<file path="config.mk">
export PLATFORM = sky130hd
export DESIGN_NAME = spi_master_ctrl
export DESIGN_NICKNAME = d
export VERILOG_FILES = /design/src/rtl/spi_pkg.sv /design/src/rtl/spi_clkgen.sv /design/src/rtl/spi_master_ctrl.sv
export SDC_FILE = /design/constraint.sdc
export NUM_CORES = 1
export LEC_CHECK = 0
export CAP_MARGIN = 20
export CORE_MARGIN = 1
export CORE_UTILIZATION = 45
export CTS_CLUSTER_DIAMETER = 30
export DETAILED_ROUTE_END_ITERATION = 10
export GPL_ROUTABILITY_DRIVEN = 1
export GPL_TIMING_DRIVEN = 1
export PLACE_DENSITY_LB_ADDON = 0.12
export SYNTH_ARGS = -nofsm -noshare
export SYNTH_HDL_FRONTEND = slang
export SYNTH_SLANG_ARGS = --single-unit
</file>
<file path="constraint.sdc">
create_clock -name clk -period 2.18 [get_ports clk]
set_input_delay 0.218 -clock clk [delete_from_list [all_inputs] [get_ports clk]]
set_output_delay 0.218 -clock clk [all_outputs]
set_load 0.02 [all_outputs]
</file>
<file path="src/rtl/spi_pkg.sv">
// Shared constants for the SPI master: state encoding, SPI mode constants and
// default field widths derived from the core's datapath/memory defines.
`ifndef DATAPATH_W
`define DATAPATH_W 8
`endif
`ifndef DMEM_SZ
`define DMEM_SZ 16
`endif
`ifndef CLOG2
`define CLOG2(x) $clog2(x)
`endif

package spi_pkg;

   localparam int DEF_DATA_W = `DATAPATH_W;
   localparam int DEF_ADDR_W = `CLOG2(`DMEM_SZ);

   localparam logic [1:0] ST_IDLE  = 2'd0;
   localparam logic [1:0] ST_SETUP = 2'd1;
   localparam logic [1:0] ST_XFER  = 2'd2;
   localparam logic [1:0] ST_HOLD  = 2'd3;

   // Mode encoding is {cpol, cpha}
   localparam logic [1:0] SPI_MODE0 = 2'b00;
   localparam logic [1:0] SPI_MODE1 = 2'b01;
   localparam logic [1:0] SPI_MODE2 = 2'b10;
   localparam logic [1:0] SPI_MODE3 = 2'b11;

   function automatic logic mode_cpol(input logic [1:0] mode);
      return mode[1];
   endfunction

   function automatic logic mode_cpha(input logic [1:0] mode);
      return mode[0];
   endfunction

endpackage

</file>
<file path="src/rtl/spi_clkgen.sv">
// SCLK generator: divider counter and toggle flop, producing one-cycle strobes
// coincident with the clk edge on which SCLK makes its leading/trailing transition.
module spi_clkgen
   import spi_pkg::*;
#(
   parameter int DIV_W = 4
) (
   input  logic             clk,
   input  logic             rst,
   input  logic             en,
   input  logic             idle_lvl,
   input  logic [DIV_W-1:0] div,
   output logic             sclk,
   output logic             lead_stb,
   output logic             trail_stb
);

   logic [DIV_W-1:0] div_cnt;
   logic             half;
   logic             tick;

   assign tick      = en && (div_cnt == '0);
   assign lead_stb  = tick && !half;
   assign trail_stb = tick && half;

   // Outside XFER the counter is preloaded so the first edge lands exactly H cycles in.
   always_ff @(posedge clk) begin
      if (!rst) begin
         div_cnt <= '0;
         sclk    <= 1'b0;
         half    <= 1'b0;
      end else if (!en) begin
         div_cnt <= div;
         sclk    <= idle_lvl;
         half    <= 1'b0;
      end else if (tick) begin
         div_cnt <= div;
         sclk    <= ~sclk;
         half    <= ~half;
      end else begin
         div_cnt <= div_cnt - DIV_W'(1);
      end
   end

endmodule

</file>
<file path="src/rtl/spi_master_ctrl.sv">
// Parametrised SPI master: four CPOL/CPHA modes, programmable SCLK divider,
// one-hot active-low chip selects and full-duplex {data, addr} or data-only frames.
module spi_master_ctrl
   import spi_pkg::*;
#(
   parameter int   DATA_W = DEF_DATA_W,
   parameter int   ADDR_W = DEF_ADDR_W,
   parameter int   N_CS   = 2,
   parameter int   DIV_W  = 4,
   localparam int  CS_W   = (N_CS > 1) ? $clog2(N_CS) : 1
) (
   input  logic              clk,
   input  logic              rst,
   input  logic              start_in,
   input  logic              addr_en_in,
   input  logic              cpol_in,
   input  logic              cpha_in,
   input  logic [DIV_W-1:0]  clk_div_in,
   input  logic [CS_W-1:0]   cs_sel_in,
   input  logic [DATA_W-1:0] tx_data_in,
   input  logic [ADDR_W-1:0] tx_addr_in,
   input  logic              miso_in,
   output logic              busy_out,
   output logic              done_out,
   output logic [DATA_W-1:0] rx_data_out,
   output logic              sclk_out,
   output logic              mosi_out,
   output logic [N_CS-1:0]   cs_n_out
);

   localparam int FRAME_W = DATA_W + ADDR_W;
   localparam int CNT_W   = $clog2(FRAME_W + 1);

   logic [1:0]         state;
   logic [DIV_W-1:0]   cnt;
   logic [DIV_W-1:0]   div_q;
   logic [CNT_W-1:0]   bit_cnt;
   logic               cpol_q;
   logic               cpha_q;
   logic [FRAME_W-1:0] tx_sr;
   logic [FRAME_W-1:0] frame;
   logic [N_CS-1:0]    cs_dec;
   logic               start_acc;
   logic               in_xfer;
   logic               idle_lvl;
   logic               lead_stb;
   logic               trail_stb;
   logic               shift_stb;
   logic               sample_stb;
   logic               xfer_end;

   assign start_acc  = (state == ST_IDLE) && start_in;
   assign in_xfer    = (state == ST_XFER);
   // SCLK must already sit at the new CPOL during the first SETUP cycle
   assign idle_lvl   = start_acc ? cpol_in : cpol_q;
   assign frame      = addr_en_in ? {tx_data_in, tx_addr_in} : {tx_data_in, {ADDR_W{1'b0}}};
   assign shift_stb  = cpha_q ? lead_stb : trail_stb;
   assign sample_stb = cpha_q ? trail_stb : lead_stb;
   // The frame always ends on a trailing edge; CPHA=0 still has one shift pending there
   assign xfer_end   = trail_stb && (bit_cnt == {{(CNT_W-1){1'b0}}, ~cpha_q});

   always_comb begin
      cs_dec = '1;
      for (int i = 0; i < N_CS; i++) begin
         cs_dec[i] = (32'(cs_sel_in) != i);
      end
   end

   spi_clkgen #(.DIV_W(DIV_W)) u_clkgen (
      .clk       (clk),
      .rst       (rst),
      .en        (in_xfer),
      .idle_lvl  (idle_lvl),
      .div       (div_q),
      .sclk      (sclk_out),
      .lead_stb  (lead_stb),
      .trail_stb (trail_stb)
   );

   always_ff @(posedge clk) begin
      if (start_acc) begin
         tx_sr <= cpha_in ? frame : (frame << 1);
      end else if (in_xfer && shift_stb) begin
         tx_sr <= tx_sr << 1;
      end
   end

   always_ff @(posedge clk) begin
      if (!rst) begin
         state       <= ST_IDLE;
         cnt         <= '0;
         div_q       <= '0;
         bit_cnt     <= '0;
         cpol_q      <= 1'b0;
         cpha_q      <= 1'b0;
         busy_out    <= 1'b0;
         done_out    <= 1'b0;
         cs_n_out    <= '1;
         mosi_out    <= 1'b0;
         rx_data_out <= '0;
      end else begin
         done_out <= 1'b0;
         case (state)
            ST_IDLE: begin
               if (start_in) begin
                  state    <= ST_SETUP;
                  busy_out <= 1'b1;
                  cnt      <= clk_div_in;
                  div_q    <= clk_div_in;
                  cpol_q   <= cpol_in;
                  cpha_q   <= cpha_in;
                  cs_n_out <= cs_dec;
                  bit_cnt  <= addr_en_in ? CNT_W'(FRAME_W) : CNT_W'(DATA_W);
                  if (!cpha_in) mosi_out <= frame[FRAME_W-1];
               end
            end
            ST_SETUP: begin
               if (cnt == '0) state <= ST_XFER;
               else           cnt   <= cnt - DIV_W'(1);
            end
            ST_XFER: begin
               if (shift_stb) begin
                  mosi_out <= tx_sr[FRAME_W-1];
                  if (bit_cnt != '0) bit_cnt <= bit_cnt - CNT_W'(1);
               end
               if (sample_stb) rx_data_out <= {rx_data_out[DATA_W-2:0], miso_in};
               if (xfer_end) begin
                  state    <= ST_HOLD;
                  cnt      <= div_q;
                  done_out <= (div_q == '0);
               end
            end
            ST_HOLD: begin
               if (cnt == '0) begin
                  state    <= ST_IDLE;
                  busy_out <= 1'b0;
                  cs_n_out <= '1;
               end else begin
                  cnt      <= cnt - DIV_W'(1);
                  done_out <= (cnt == DIV_W'(1));
               end
            end
            default: state <= ST_IDLE;
         endcase
      end
   end

endmodule

</file>
# --- Yosys cells after proc, flatten, opt, wreduce, memory -nomap -nowiden ---
# Cells that the tools add are included.
totals:
  ff_bits: 47
  input_bits: 24
classes:
  add_sub_neg: 3
  bitwise_logic: 4
  n_reduce_logical: 24
  n_eq_ne: 14
  n_mux: 38
ops:
  columns: ["op", "count"]
  rows:
  - ["$mux W12", 3]
  - ["$mux W4", 9]
  - ["$logic_not A4 Y1", 3]
  - ["$mux W1", 12]
  - ["$mux W2", 6]
  - ["$pmux W4 S3", 1]
  - ["$reduce_and A4 Y1", 3]
  - ["$sub A4 B1 Y4 const B", 3]
  - ["$ne A2 B2 Y1 const B", 5]
  - ["$ne A2 B1 Y1 const B", 4]
  - ["$pmux W2 S4", 1]
  - ["$pmux W4 S2", 1]
  - ["$logic_and A1 B1 Y1", 6]
  - ["$pmux W1 S2", 3]
  - ["$reduce_and A2 Y1", 3]
  - ["$reduce_and A3 Y1", 2]
  - ["$reduce_bool A2 Y1", 3]
  - ["$eq A2 B2 Y1 const B", 2]
  - ["$eq A4 B1 Y1", 1]
  - ["$eq A4 B1 Y1 const B", 1]
  - ["$not A1 Y1", 4]
  - ["$pmux W2 S2", 1]
  - ["$reduce_bool A4 Y1", 1]
  - ["$mux W3", 1]
  - ["other kinds (4)", 4]

# --- Longest topological paths before layout ---
logic_depth:
  word_depth: 7
  mapped_depth: 8
  ltp_nobuf: 6

# --- Hierarchy ---
# Synthesis repeated with hierarchy kept, for this count alone.
unflattened:
  hier_cells: 266
  hier_area_um2: 2452.4
modules_own_cells:
  columns: ["mod", "area_per_inst_um2", "cells_each", "instances", "seq_area_each_um2"]
  rows:
  - ["spi_master_ctrl", 2130.8, 228, 1, 940.9]
  - ["spi_clkgen", 321.6, 38, 1, 120.1]

# --- Worst setup path after synthesis ---
# OpenSTA, ideal clock, no wires.
synth_path:
  path_kind: "register to register"
  start: "register state[0]"
  end: "register tx_sr[0] (enable)"
  slack_ns: -0.084
  arrival_time_ns: 1.847
  stages_incl_launch_ff: 8
  cell_sequence: "dfxtp_1 inv_1 ha_1 buf_2 nand2_1 clkbuf_1 clkbuf_1 o21ai_0"
synth_between:
  elab_chain_cells: 6
  word_cells_on_any_way: 9
  classes_between: "1 x eq/ne; 1 x mux; 7 x reduce/logical"
synth_rtl:
  columns: ["item", "line_no", "text"]
  rows:
  - ["start: declaration", "spi_master_ctrl.sv:34", "logic [1:0] state;"]
  - ["start signal: assignment", "spi_master_ctrl.sv:90", "state <= ST_IDLE;"]
  - ["start signal: assignment", "spi_master_ctrl.sv:106", "state <= ST_SETUP;"]
  - ["start signal: assignment", "spi_master_ctrl.sv:118", "if (cnt == '0) state <= ST_XFER;"]
  - ["$eq A2 B2 Y1", "spi_master_ctrl.sv:53", "assign in_xfer = (state == ST_XFER);"]
  - ["$logic_and A1 B1 Y1", "spi_clkgen.sv:22", "assign tick = en && (div_cnt == '0);"]
  - ["$logic_and A1 B1 Y1, on equally long branches", "spi_clkgen.sv:24, spi_clkgen.sv:23", null]
  - ["$mux W1", "spi_master_ctrl.sv:57", "assign shift_stb = cpha_q ? lead_stb : trail_stb;"]
  - ["$logic_and A1 B1 Y1", "spi_master_ctrl.sv:83", "end else if (in_xfer && shift_stb) begin"]
  - ["$reduce_bool A2 Y1 (no source line) (*)", null, null]
  - ["end signal: assignment", "spi_master_ctrl.sv:82", "tx_sr <= cpha_in ? frame : (frame << 1);"]
  - ["end signal: assignment", "spi_master_ctrl.sv:84", "tx_sr <= tx_sr << 1;"]
  - ["end: declaration", "spi_master_ctrl.sv:40", "logic [FRAME_W-1:0] tx_sr;"]
# Mark *: on every way between the ends. The rest lies on a longest branch, timed or not.
# A chain may end at the register's enable or synchronous reset.

# --- Final worst setup path ---
layout_path:
  start: "register state[0]"
  end: "register bit_cnt[3]"
layout_between:
  elab_chain_cells: 6
  word_cells_on_any_way: 12
  classes_between: "4 x eq/ne; 2 x mux; 6 x reduce/logical"
layout_rtl:
  columns: ["item", "line_no", "text"]
  rows:
  - ["$eq A2 B2 Y1", "spi_master_ctrl.sv:53, spi_master_ctrl.sv:103", null]
  - ["$logic_and A1 B1 Y1", "spi_clkgen.sv:22", null]
  - ["$logic_and A1 B1 Y1, on equally long branches", "spi_clkgen.sv:24, spi_clkgen.sv:23", null]
  - ["$mux W1", "spi_master_ctrl.sv:57", null]
  - ["$ne A2 B1 Y1 (no source line)", null, null]
  - ["$reduce_and A4 Y1 (no source line)", null, null]
  - ["end signal: assignment", "spi_master_ctrl.sv:113", "bit_cnt <= addr_en_in ? CNT_W'(FRAME_W) : CNT_W'(DATA_W);"]
  - ["end signal: assignment", "spi_master_ctrl.sv:124", "if (bit_cnt != '0) bit_cnt <= bit_cnt - CNT_W'(1);"]
  - ["end: declaration", "spi_master_ctrl.sv:37", "logic [CNT_W-1:0] bit_cnt;"]
# Parallel ways exist; a longest one is shown, timed or not.

==> reports/metrics.json <==
{
  "postCtsHoldBufs": {"value": 0},
  "cts_repair_resize_count": {"value": 0},
  "routed_via_density": {"value": 5.16},
  "antenna_found_initial": {"value": 0},
  "least_margin_pin_slew": {"value": 0.523, "unit": "ns"},
  "number_of_diodes": {"value": 0},
  "timing_hold_violations_final": {"value": 0},
  "crit_path_end_kind": {"value": "register"},
  "leakagePower": {"value": 1.19, "unit": "nW"},
  "tritoncts.num_buffers": {"value": 5},
  "count_of_final_setup_violators": {"value": 0},
  "seqCellArea": {"value": 1060, "unit": "um2"},
  "switching_power": {"value": 1.19, "unit": "mW"},
  "layout-drive-gt1-share": {"value": 7.46, "unit": "%"},
  "worst_hold_path_type": {"value": "register to register"},
  "route.detailed.wl_per_inst": {"value": 13.5, "unit": "um"},
  "cell_internal_power": {"value": 2.19, "unit": "mW"},
  "yosys_warnings": {"value": 0},
  "clock_h_tree_levels": {"value": 2},
  "num_io_pins": {"value": 38},
  "number_of_nets_at_the_end_of_the_flow": {"value": 329},
  "detail_route.first_pass.iterations": {"value": 4},
  "die_area": {"value": 5610, "unit": "um2"},
  "sequentialPowerShare": {"value": 38.4, "unit": "%"},
  "clock_insertion_delay_worst_skew": {"value": 0.30, "unit": "ns"},
  "via_count_of_the_first_global_routing_pass": {"value": 1840},
  "placement.setup.worst_slack": {"value": 0.223, "unit": "ns"},
  "cts_root_buffer": {"value": "sky130_fd_sc_hd__clkbuf_8"},
  "core_region_area": {"value": 5110, "unit": "um2"},
  "yosys_most_used_dff": {"value": "sky130_fd_sc_hd__dfxtp_1"},
  "achievable-frequency": {"value": 501, "unit": "MHz"},
  "synth_area": {"value": 2390, "unit": "um2"},
  "wire_length_of_the_first_global_routing_pass": {"value": 8.28, "unit": "mm"},
  "worstPathArrival": {"value": 2.18, "unit": "ns"},
  "fp.dieH": {"value": 74.9, "unit": "um"},
  "cts_tree": {"value": "built"},
  "postSynthCellCount": {"value": 256},
  "final_antenna_net_count": {"value": 0},
  "combPwrFrac": {"value": 40.9, "unit": "%"},
  "netlist-cell-type-count": {"value": 43},
  "power_density": {"value": 1140, "unit": "nW/um2"},
  "synth-seq-cells": {"value": 47},
  "timing.setup.tns": {"value": 0, "unit": "ns"},
  "netlist.area_leader.share": {"value": 29.3, "unit": "%"},
  "maxSlewHeadroom": {"value": 65.0, "unit": "%"},
  "flow.area_growth_from_synthesis": {"value": 24.5, "unit": "%"},
  "drtIter0Drc": {"value": 155},
  "rsz0062_at_grt": {"value": "no"},
  "residual_drc_count": {"value": 0},
  "power.ir.vdd_worst": {"value": 0.489, "unit": "mV"},
  "die_width": {"value": 74.9, "unit": "um"},
  "post-route-util": {"value": 58.3, "unit": "%"},
  "num_vias": {"value": 1885},
  "cts_num_sinks": {"value": 47},
  "status": {"value": "finished clean"},
  "final.setup.worst_slack": {"value": 0.185, "unit": "ns"},
  "critPathLaunchType": {"value": "register"},
  "clkTransAtPathRegs": {"value": 0.09, "unit": "ns"},
  "ys_seq_area_share": {"value": 44.4, "unit": "%"},
  "routed_wl": {"value": 4.93, "unit": "mm"},
  "buffer_ports.inserted": {"value": 37},
  "area_of_combinational_cells_with_multiple_inputs": {"value": 1240, "unit": "um2"},
  "asyncSetResetFlopFracSynth": {"value": 0, "unit": "%"},
  "synth_enable_flop_cells": {"value": 12},
  "yosys_top_cell_by_area": {"value": "sky130_fd_sc_hd__dfxtp_1"},
  "dp_hpwl": {"value": 3.65, "unit": "mm"},
  "yosysMostFrequentCell": {"value": "sky130_fd_sc_hd__nand2_1"},
  "min_period": {"value": 2.00, "unit": "ns"},
  "pins_over_slew_limit": {"value": 0},
  "syn_area_per_cell": {"value": 9.34, "unit": "um2"},
  "postSynthNetCount": {"value": 291},
  "filler_cell_count_in_the_final_layout": {"value": 469},
  "timing.clock.skew": {"value": 0.00921, "unit": "ns"},
  "critPathKind": {"value": "register to register"},
  "initial_utilization": {"value": 46.8, "unit": "%"},
  "period_share": {"value": 91.5, "unit": "%"},
  "core.rowCount": {"value": 26},
  "critical_path_required": {"value": 2.37, "unit": "ns"},
  "cts_post_setup_buffers_inserted": {"value": 0},
  "grt_max_degree": {"value": 25},
  "grt.total_usage": {"value": 19.7, "unit": "%"},
  "gp_congestion": {"value": 0.835},
  "synth.area.top_cells": {"value": "sky130_fd_sc_hd__dfxtp_1, sky130_fd_sc_hd__edfxtp_1, sky130_fd_sc_hd__mux2i_1"},
  "cts_max_path_buffers": {"value": 2},
  "power.share.switching": {"value": 35.1, "unit": "%"},
  "global_route.overflow_total": {"value": 0},
  "total_power": {"value": 3.38, "unit": "mW"},
  "maxCapViolCount": {"value": 0},
  "power_frac_clock": {"value": 20.7, "unit": "%"},
  "post_synth_most_frequent_cells": {"value": "sky130_fd_sc_hd__nand2_1, sky130_fd_sc_hd__dfxtp_1, sky130_fd_sc_hd__mux2i_1, sky130_fd_sc_hd__nor2_1, sky130_fd_sc_hd__o21ai_0"},
  "cp_max_fo": {"value": 10}
}
[sequential cells by signal (all words and copies together), names as in the netlist]
signal            flops
tx_sr                12
rx_data_out           8
bit_cnt               4
cnt                   4
div_q                 4
u_clkgen.div_cnt      4
cs_n_out              2
state                 2
busy_out              1
cpha_q                1
cpol_q                1
done_out              1
mosi_out              1
u_clkgen.half         1
u_clkgen.sclk         1
[layout make-up]
type / instances / share of cell area (%)
clock buffer: 7 / 3.28
clock inverter: 1 / 1.01
inverter: 11 / 1.39
multi-input combinational: 185 / 41.6
sequential: 47 / 35.6
tap: 70 / 2.94
timing repair buffer: 44 / 14.2
[metrics by stage]
stage	hold WS (ns)	cell area, um2	instances
3_3_place_gp	0.443	2850	357
4_1_cts	0.469	2980	365
6_report	0.462	2980	365
3_5_place_dp	0.448	2850	357
5_1_grt	0.495	2980	365
2_1_floorplan	0.354	2390	256
[worst max-delay path: stages, from the launching register on]
cell and delay, ns:
sky130_fd_sc_hd__dfxtp_1 0.40, sky130_fd_sc_hd__inv_1 0.10, sky130_fd_sc_hd__ha_1 0.32, sky130_fd_sc_hd__nor2b_1 0.23, sky130_fd_sc_hd__or4_4 0.53, sky130_fd_sc_hd__o221a_2 0.31
[worst paths after layout]
path	from	end	slack, ns	depth (start not counted)
worst max register to register	state[0]	bit_cnt[3]	0.18	5
worst min-delay path	mosi_out	mosi_out	0.46	2
worst max-delay path	state[0]	bit_cnt[3]	0.18	5
worst min register to register	mosi_out	mosi_out	0.46	2
[logic make-up (layout without fill, tap and decap cells)]
kind of cell | count (synthesis) | in the layout | share of synthesized area, %
AO/OA/AOI/OAI | 51 | 51 | 14.5
XOR/XNOR | 7 | 7 | 2.56
adder cells (fa/ha/maj) | 11 | 11 | 5.76
buffers and inverters | 24 | 63 | 3.87
flip-flops | 47 | 47 | 44.4
multiplexers | 26 | 26 | 10.9
AND/OR/NAND/NOR | 90 | 90 | 17.9
[cells in the final DEF (no fill, tap or decap), drive strengths merged, types with 3 or more instances in the layout]
master / n
nand2: 47
clkdlybuf4s50: 37
dfxtp: 35
mux2i: 25
nor2: 21
o21ai: 14
edfxtp: 12
inv: 11
a21oi: 11
ha: 11
buf: 7
clkbuf: 7
xnor2: 6
a211oi: 6
nand3: 4
o211ai: 4
or4: 3
nor3b: 3
[metal layers]
metal	vias to the layer above	routed length [um]	global-route usage, %
met1	866	2390	25.7
met5	-	0	0
met2	44	2300	32.0
li1	973	-	-
met4	0	42	9.01
met3	2	198	3.48
[power groups by stage]
stage,clock [mW],sequential [mW],combinational [mW]
after CTS,0.721,1.30,1.40
after floorplan,0,1.32,0.995
after detailed placement,0,1.32,1.39
after global routing,0.746,1.32,1.56
after global placement,0,1.31,1.37
final,0.701,1.30,1.38
No activity file was read; power rests on OpenSTA's default activity.
